--- src/rtl/seg_dynamic_display_if.sv ---
// Price/display link between the meter's data generator and the 7-segment scanner.
// The master drives the value to show; the slave returns the digit-select and segment pins.
interface seg_dynamic_display_if;
   logic [19:0] data;
   logic [5:0]  point;
   logic        sign;
   logic        seg_en;
   logic [5:0]  sel;
   logic [7:0]  seg;

   modport master (output data, point, sign, seg_en, input sel, seg);
   modport slave  (input data, point, sign, seg_en, output sel, seg);
endinterface

--- src/rtl/seg_dynamic_display.sv ---
// Binary-to-BCD conversion (shift-add-3) feeding a 6-digit common-anode scanner
// with leading-zero blanking, decimal points and a floating minus sign.
module seg_dynamic_display #(
   parameter logic [15:0] CNT_MAX = 16'd49_999
) (
   input  logic                  sys_clk,
   input  logic                  sys_rst_n,
   seg_dynamic_display_if.slave  bus
);
   typedef enum logic [1:0] {S_LOAD, S_SHIFT, S_UPD} state_t;

   state_t      state_reg, state_next;
   logic        load_en, shift_en, upd_en;

   logic [19:0] bin_reg;
   logic [23:0] bcd_reg;
   logic [23:0] bcd_adj;
   logic [4:0]  bit_cnt_reg;
   logic [5:0]  cap_point_reg;
   logic        cap_sign_reg;

   logic [23:0] disp_bcd_reg;
   logic [5:0]  disp_point_reg;
   logic        disp_sign_reg;

   logic [15:0] cnt_reg;
   logic [2:0]  idx_reg;
   logic [5:0]  sel_reg;
   logic [7:0]  seg_reg;

   logic [5:0]  nz;
   logic [2:0]  hi_digit, hi_point, last_digit;
   logic [3:0]  cur_nib;
   logic [7:0]  seg_code;

   always_ff @(posedge sys_clk or negedge sys_rst_n) begin
      if (!sys_rst_n) state_reg <= S_LOAD;
      else            state_reg <= state_next;
   end

   always_comb begin
      state_next = state_reg;
      case (state_reg)
         S_LOAD:  state_next = S_SHIFT;
         S_SHIFT: if (bit_cnt_reg == 5'd19) state_next = S_UPD;
         S_UPD:   state_next = S_LOAD;
         default: state_next = S_LOAD;
      endcase
   end

   always_comb begin
      load_en  = (state_reg == S_LOAD);
      shift_en = (state_reg == S_SHIFT);
      upd_en   = (state_reg == S_UPD);
   end

   genvar gi;
   generate
      for (gi = 0; gi < 6; gi++) begin : g_nib
         assign bcd_adj[gi*4 +: 4] = (bcd_reg[gi*4 +: 4] >= 4'd5) ?
                                     bcd_reg[gi*4 +: 4] + 4'd3 : bcd_reg[gi*4 +: 4];
         assign nz[gi] = |disp_bcd_reg[gi*4 +: 4];
      end
   endgenerate

   // Values beyond six digits saturate to all nines.
   always_ff @(posedge sys_clk or negedge sys_rst_n) begin
      if (!sys_rst_n) begin
         bin_reg       <= '0;
         bcd_reg       <= '0;
         bit_cnt_reg   <= '0;
         cap_point_reg <= '0;
         cap_sign_reg  <= 1'b0;
      end else if (load_en) begin
         bin_reg       <= (bus.data > 20'd999_999) ? 20'd999_999 : bus.data;
         bcd_reg       <= '0;
         bit_cnt_reg   <= '0;
         cap_point_reg <= bus.point;
         cap_sign_reg  <= bus.sign;
      end else if (shift_en) begin
         {bcd_reg, bin_reg} <= {bcd_adj, bin_reg} << 1;
         bit_cnt_reg        <= bit_cnt_reg + 5'd1;
      end
   end

   always_ff @(posedge sys_clk or negedge sys_rst_n) begin
      if (!sys_rst_n) begin
         disp_bcd_reg   <= '0;
         disp_point_reg <= '0;
         disp_sign_reg  <= 1'b0;
      end else if (upd_en) begin
         disp_bcd_reg   <= bcd_reg;
         disp_point_reg <= cap_point_reg;
         disp_sign_reg  <= cap_sign_reg;
      end
   end

   always_comb begin
      hi_digit = 3'd0;
      hi_point = 3'd0;
      for (int i = 0; i < 6; i++) begin
         if (nz[i])             hi_digit = 3'(i);
         if (disp_point_reg[i]) hi_point = 3'(i);
      end
      last_digit = (hi_digit > hi_point) ? hi_digit : hi_point;
   end

   assign cur_nib = disp_bcd_reg[{idx_reg, 2'b00} +: 4];

   // Above the last significant digit: blank, except one minus right after it.
   always_comb begin
      seg_code = 8'hFF;
      if (idx_reg > last_digit) begin
         if (disp_sign_reg && (idx_reg == last_digit + 3'd1)) seg_code = 8'hBF;
      end else begin
         case (cur_nib)
            4'd0:    seg_code = 8'hC0;
            4'd1:    seg_code = 8'hF9;
            4'd2:    seg_code = 8'hA4;
            4'd3:    seg_code = 8'hB0;
            4'd4:    seg_code = 8'h99;
            4'd5:    seg_code = 8'h92;
            4'd6:    seg_code = 8'h82;
            4'd7:    seg_code = 8'hF8;
            4'd8:    seg_code = 8'h80;
            4'd9:    seg_code = 8'h90;
            default: seg_code = 8'hFF;
         endcase
         seg_code[7] = ~disp_point_reg[idx_reg];
      end
   end

   always_ff @(posedge sys_clk or negedge sys_rst_n) begin
      if (!sys_rst_n) begin
         cnt_reg <= '0;
         idx_reg <= '0;
      end else if (cnt_reg == CNT_MAX) begin
         cnt_reg <= '0;
         idx_reg <= (idx_reg == 3'd5) ? 3'd0 : idx_reg + 3'd1;
      end else begin
         cnt_reg <= cnt_reg + 16'd1;
      end
   end

   always_ff @(posedge sys_clk or negedge sys_rst_n) begin
      if (!sys_rst_n) begin
         sel_reg <= 6'h3F;
         seg_reg <= 8'hFF;
      end else if (bus.seg_en) begin
         sel_reg <= ~(6'b000001 << idx_reg);
         seg_reg <= seg_code;
      end else begin
         sel_reg <= 6'h3F;
         seg_reg <= 8'hFF;
      end
   end

   assign bus.sel = sel_reg;
   assign bus.seg = seg_reg;
endmodule

--- src/flat_wrapper.sv ---
// flat-port wrapper written by rule: the top's interface ports become plain ports
module seg_dynamic_display_flat 
#(
   parameter logic [15:0] CNT_MAX = 16'd49_999
)
  (sys_clk, sys_rst_n, bus_data, bus_point, bus_sign, bus_seg_en, bus_sel, bus_seg);
  seg_dynamic_display_if bus_i ();
  input  logic sys_clk;
  input  logic sys_rst_n;
  input wire logic [$bits(bus_i.data)-1:0] bus_data;
  input wire logic [$bits(bus_i.point)-1:0] bus_point;
  input wire logic [$bits(bus_i.sign)-1:0] bus_sign;
  input wire logic [$bits(bus_i.seg_en)-1:0] bus_seg_en;
  output wire logic [$bits(bus_i.sel)-1:0] bus_sel;
  output wire logic [$bits(bus_i.seg)-1:0] bus_seg;
  assign bus_i.data = bus_data;
  assign bus_i.point = bus_point;
  assign bus_i.sign = bus_sign;
  assign bus_i.seg_en = bus_seg_en;
  assign bus_sel = bus_i.sel;
  assign bus_seg = bus_i.seg;
  seg_dynamic_display #(.CNT_MAX(CNT_MAX)) u_core (.sys_clk(sys_clk), .sys_rst_n(sys_rst_n), .bus(bus_i));
endmodule
--- config.mk ---
export PLATFORM = sky130hd
export DESIGN_NAME = seg_dynamic_display_flat
export DESIGN_NICKNAME = d
export VERILOG_FILES = /design/src/rtl/seg_dynamic_display_if.sv /design/src/rtl/seg_dynamic_display.sv /design/src/flat_wrapper.sv
export SDC_FILE = /design/constraint.sdc
export NUM_CORES = 1
export LEC_CHECK = 0
export BUFFER_PORTS_ARGS = -buffer_cell sky130_fd_sc_hd__buf_2
export CAP_MARGIN = 25
export CORE_MARGIN = 8
export CORE_UTILIZATION = 55
export CTS_CLUSTER_DIAMETER = 120
export DETAILED_ROUTE_END_ITERATION = 10
export PLACE_DENSITY_LB_ADDON = 0.25
export SLEW_MARGIN = 20
export SYNTH_ARGS = -nofsm -noshare
export SYNTH_HDL_FRONTEND = slang
export SYNTH_SLANG_ARGS = --single-unit
--- constraint.sdc ---
create_clock -name sys_clk -period 4.1 [get_ports sys_clk]
set_input_delay 0.82 -clock sys_clk [delete_from_list [all_inputs] [get_ports sys_clk]]
set_output_delay 0.82 -clock sys_clk [all_outputs]
set_load 0.01 [all_outputs]
==> summary.txt <==
Setup path
  • Worst R2R Path Depth: 15
  • Reg2Reg Setup Slack: 310 ps
  • Crit path launch type: flip-flop
  • Worst reg2reg path startpoint: u_core.disp_bcd_reg[21]
  • CP required: 4410 ps
  • Crit-path max FO: 7
  • Worst R2R End: u_core.bus.seg[0]
  • CP Class: flip-flop to flip-flop
  • Crit path capture type: flip-flop
  • WP data arrival: 4100 ps

Power
  • Peak supply drop: 0.402 mV
  • Tot Pwr: 3.67 mW
  • P_leak: 3.24 nW
  • Pwr Density: 508 nW/µm²

Detailed routing
  • Vias per inst: 5.68
  • DR vias: 4534
  • Met3 Routed Length: 653 µm
  • Initial DRC count: 282
  • Antenna-violating nets left: 0
  • DRC: 0
  • Routed len/inst: 15.6 µm
  • Met2 WL: 6.17 mm
  • DRT met1 WL: 5.42 mm
  • Top sig layer: met4
  • Routed WL: 12.4 mm
  • Drt first pass iters: 4

Clock tree
  • CTS Buf Count: 17
  • Root Buffer: clkbuf_16
  • Hold_buf cts: 0
  • Post-CTS setup buffers: 0
  • TritonCTS sink count: 122
  • H-tree depth: 4
  • Clk pin slew, worst setup/hold paths: 50 ps
  • Worst-Skew Late Latency: 420 ps
  • Clk buf depth: 2
  • CTS tree: done

Synth
  • Cells after Synth: 602
  • Syn nets: 659
  • Synthesized area per cell: 10.4 µm²
  • EDFF count, synth: 0
  • Ys async rst share: 1.00
  • Synth area leader: dfrtp_1
  • Post-Synthesis Cell Area: 6230 µm²
  • Seq/Total Area, Yosys: 0.493
  • Largest cells by area after synthesis: dfrtp_1 (43%), mux2_2 (7.4%), dfstp_2 (5.9%)
  • Yosys warning count: 0
  • Synth Flop Type: dfrtp_1
  • #FFs+latches synth: 122
  • Post-synthesis cell type count: 54
  • Yosys top cell area share: 0.434

Global route
  • Gr ovfl total: 0
  • Tot GR Track Use: 0.181
  • Largest net degree at the start of global routing: 67
  • Vias in the first global route: 4678
  • Initial antenna violation count: 0
  • First-pass GRT wire length: 21.7 mm

Timing
  • Final Hold Vio Count: 0
  • Final setup viols: 0
  • Top achievable clock speed: 264 MHz
  • Worst clock skew: 12.7 ps
  • RSZ-0062 raised after global routing: no
  • Setup_tns: 0 ps
  • Final worst path period need: 3790 ps
  • Least-Margin Pin Slew: 869 ps
  • Worst slew margin: 0.418
  • Final Max Slew Viols: 0
  • Final period utilization: 0.924

Cells and area
  • N_diodes: 0
  • # nets final: 699
  • Area delta synth->final: 15.8%
  • Filler cell count: 915
  • Sequential cell area: 3070 µm²
  • Multi-input gate area: 3000 µm²
  • Share of cells above drive strength 1: 0.223

Floorplanning
  • Die area: 15000 µm²
  • Die width: 122 µm
  • Initial Util: 0.555
  • Die Span Y: 122 µm
  • Core Box Area: 11200 µm²
  • Site Rows: 39
  • IO Pins: 44

Outcome
  • Status: completed

Place
  • Post-DP HPWL: 8.72 mm
  • Routability congestion estimate: 0.849
  • Port Buffers: 43

Hold path
  • Tightest Hold Check Type: primary input to asynchronous set/reset pin

Run
  • Max-Cap Viols: 0
==> cells by family (layout without fill, tap and decap cells) <==
kind of cell | after synthesis | after routing | share of synthesized area
AOI/OAI and AO/OA | 131 | 131 | 0.128
xor gates and xnor gates | 28 | 28 | 0.0393
adders and majority gates | 27 | 27 | 0.0542
buffers and inverters | 46 | 99 | 0.0283
DFF | 122 | 122 | 0.493
muxes | 56 | 56 | 0.102
and+or+nand+nor | 192 | 192 | 0.155
==> power breakdown <==
| part | internal [mW] | switching [mW] | leakage [nW] |
|---|---|---|---|
| clock | 1.07 | 0.528 | 0.317 |
| combinational | 0.295 | 0.340 | 1.39 |
| sequential | 1.35 | 0.0844 | 1.53 |
==> final cells by class <==
| class | instances | area share |
|---|---|---|
| clock inverters | 14 | 0.0281 |
| repair buffers | 48 | 0.0371 |
| clock buffers | 18 | 0.0594 |
| well taps | 143 | 0.0248 |
| flip-flops and latches | 122 | 0.425 |
| multi-input cells | 434 | 0.415 |
| inverters | 19 | 0.00988 |
==> synthesized netlist by cell type (2+ instances only) <==
cell / number
or2_2: 2
nand3_1: 13
mux2i_1: 13
nand2_1: 64
nor3_1: 12
xor2_1: 17
o21a_1: 3
clkinv_1: 2
nor2_1: 36
and2_1: 2
a21boi_0: 2
xnor2_1: 11
buf_1: 4
mux2_2: 41
o21ai_0: 49
dfrtp_1: 108
mux4_2: 2
nor4_1: 3
nor2b_1: 16
a21o_1: 4
a32oi_1: 2
nand4_1: 5
inv_1: 17
buf_2: 3
and3_1: 4
or3_1: 2
nand3b_1: 9
o31ai_1: 13
o22ai_1: 2
clkbuf_1: 20
nand2b_1: 16
a31oi_1: 2
a22o_1: 10
ha_1: 27
a21oi_1: 34
dfstp_2: 14
==> timing repair <==
action                                  4_1_cts  5_1_grt
endpoints found under the setup margin        0        7
endpoints found under the hold margin         0        0
gates resized for setup                       0        4
==> metal layers <==
layer | vias to the layer above | GRT usage
met5 | - | 0
met4 | 0 | 0.0647
met3 | 16 | 0.0589
met2 | 107 | 0.300
met1 | 2212 | 0.217
li1 | 2199 | -
==> worst max path at each step <==
| stage | start | slack [ps] | end | cells past startpoint |
|---|---|---|---|---|
| after floorplan | u_core.disp_bcd_reg[21] | 590 | u_core.bus.seg[4] | 15 |
| after global placement | u_core.disp_bcd_reg[21] | 360 | u_core.bus.seg[4] | 15 |
| after detailed placement | u_core.disp_bcd_reg[21] | 180 | u_core.bus.seg[1] | 15 |
| after CTS | u_core.disp_bcd_reg[21] | 60 | u_core.bus.seg[0] | 15 |
| after global routing | u_core.disp_bcd_reg[21] | 40 | u_core.bus.seg[0] | 15 |
| final | u_core.disp_bcd_reg[21] | 310 | u_core.bus.seg[0] | 15 |
==> layout by cell type (no fill, tap or decap), types with 9 or more instances in the layout <==
master and instances:
nor2b_1 15, nor3_1 12, dfrtp_1 107, o31ai_1 13, nand3_1 13, mux2_2 41
nand2b_1 16, inv_1 17, o21ai_0 48, nand2_1 64, dfstp_2 14, mux2i_1 13
ha_1 27, a21oi_1 33, a22o_1 10, buf_2 42, nand3b_1 9, xor2_1 17
xnor2_1 11, nor2_1 36, clkbuf_16 17
==> metrics by stage <==
stage               std cells  hold slack [ps]  utilization  instance area (µm²)  setup WS, ps
finish                    798              398        0.643                 7220           312
global route              798              439        0.643                 7220          40.2
CTS                       798              413        0.642                 7210          60.5
detailed placement        766              467        0.586                 6580           178
global placement          766              458        0.586                 6580           364
floorplan                 602              441            -                 6230           590
==> worst max-delay path: stages (launching register included) <==
cell and delay (ps):
dfrtp_1 390, or4_4 540, nand2b_4 170, a21oi_2 170, ha_1 270, nor2b_1 140, o21ai_0 300, a32oi_1 190
nor2_1 180, a21oi_1 60, ha_1 310, nor2b_1 140, o21a_1 170, o21ai_1 210, and2_1 270, o21ai_0 170
Power figures use the tool's default switching activity.
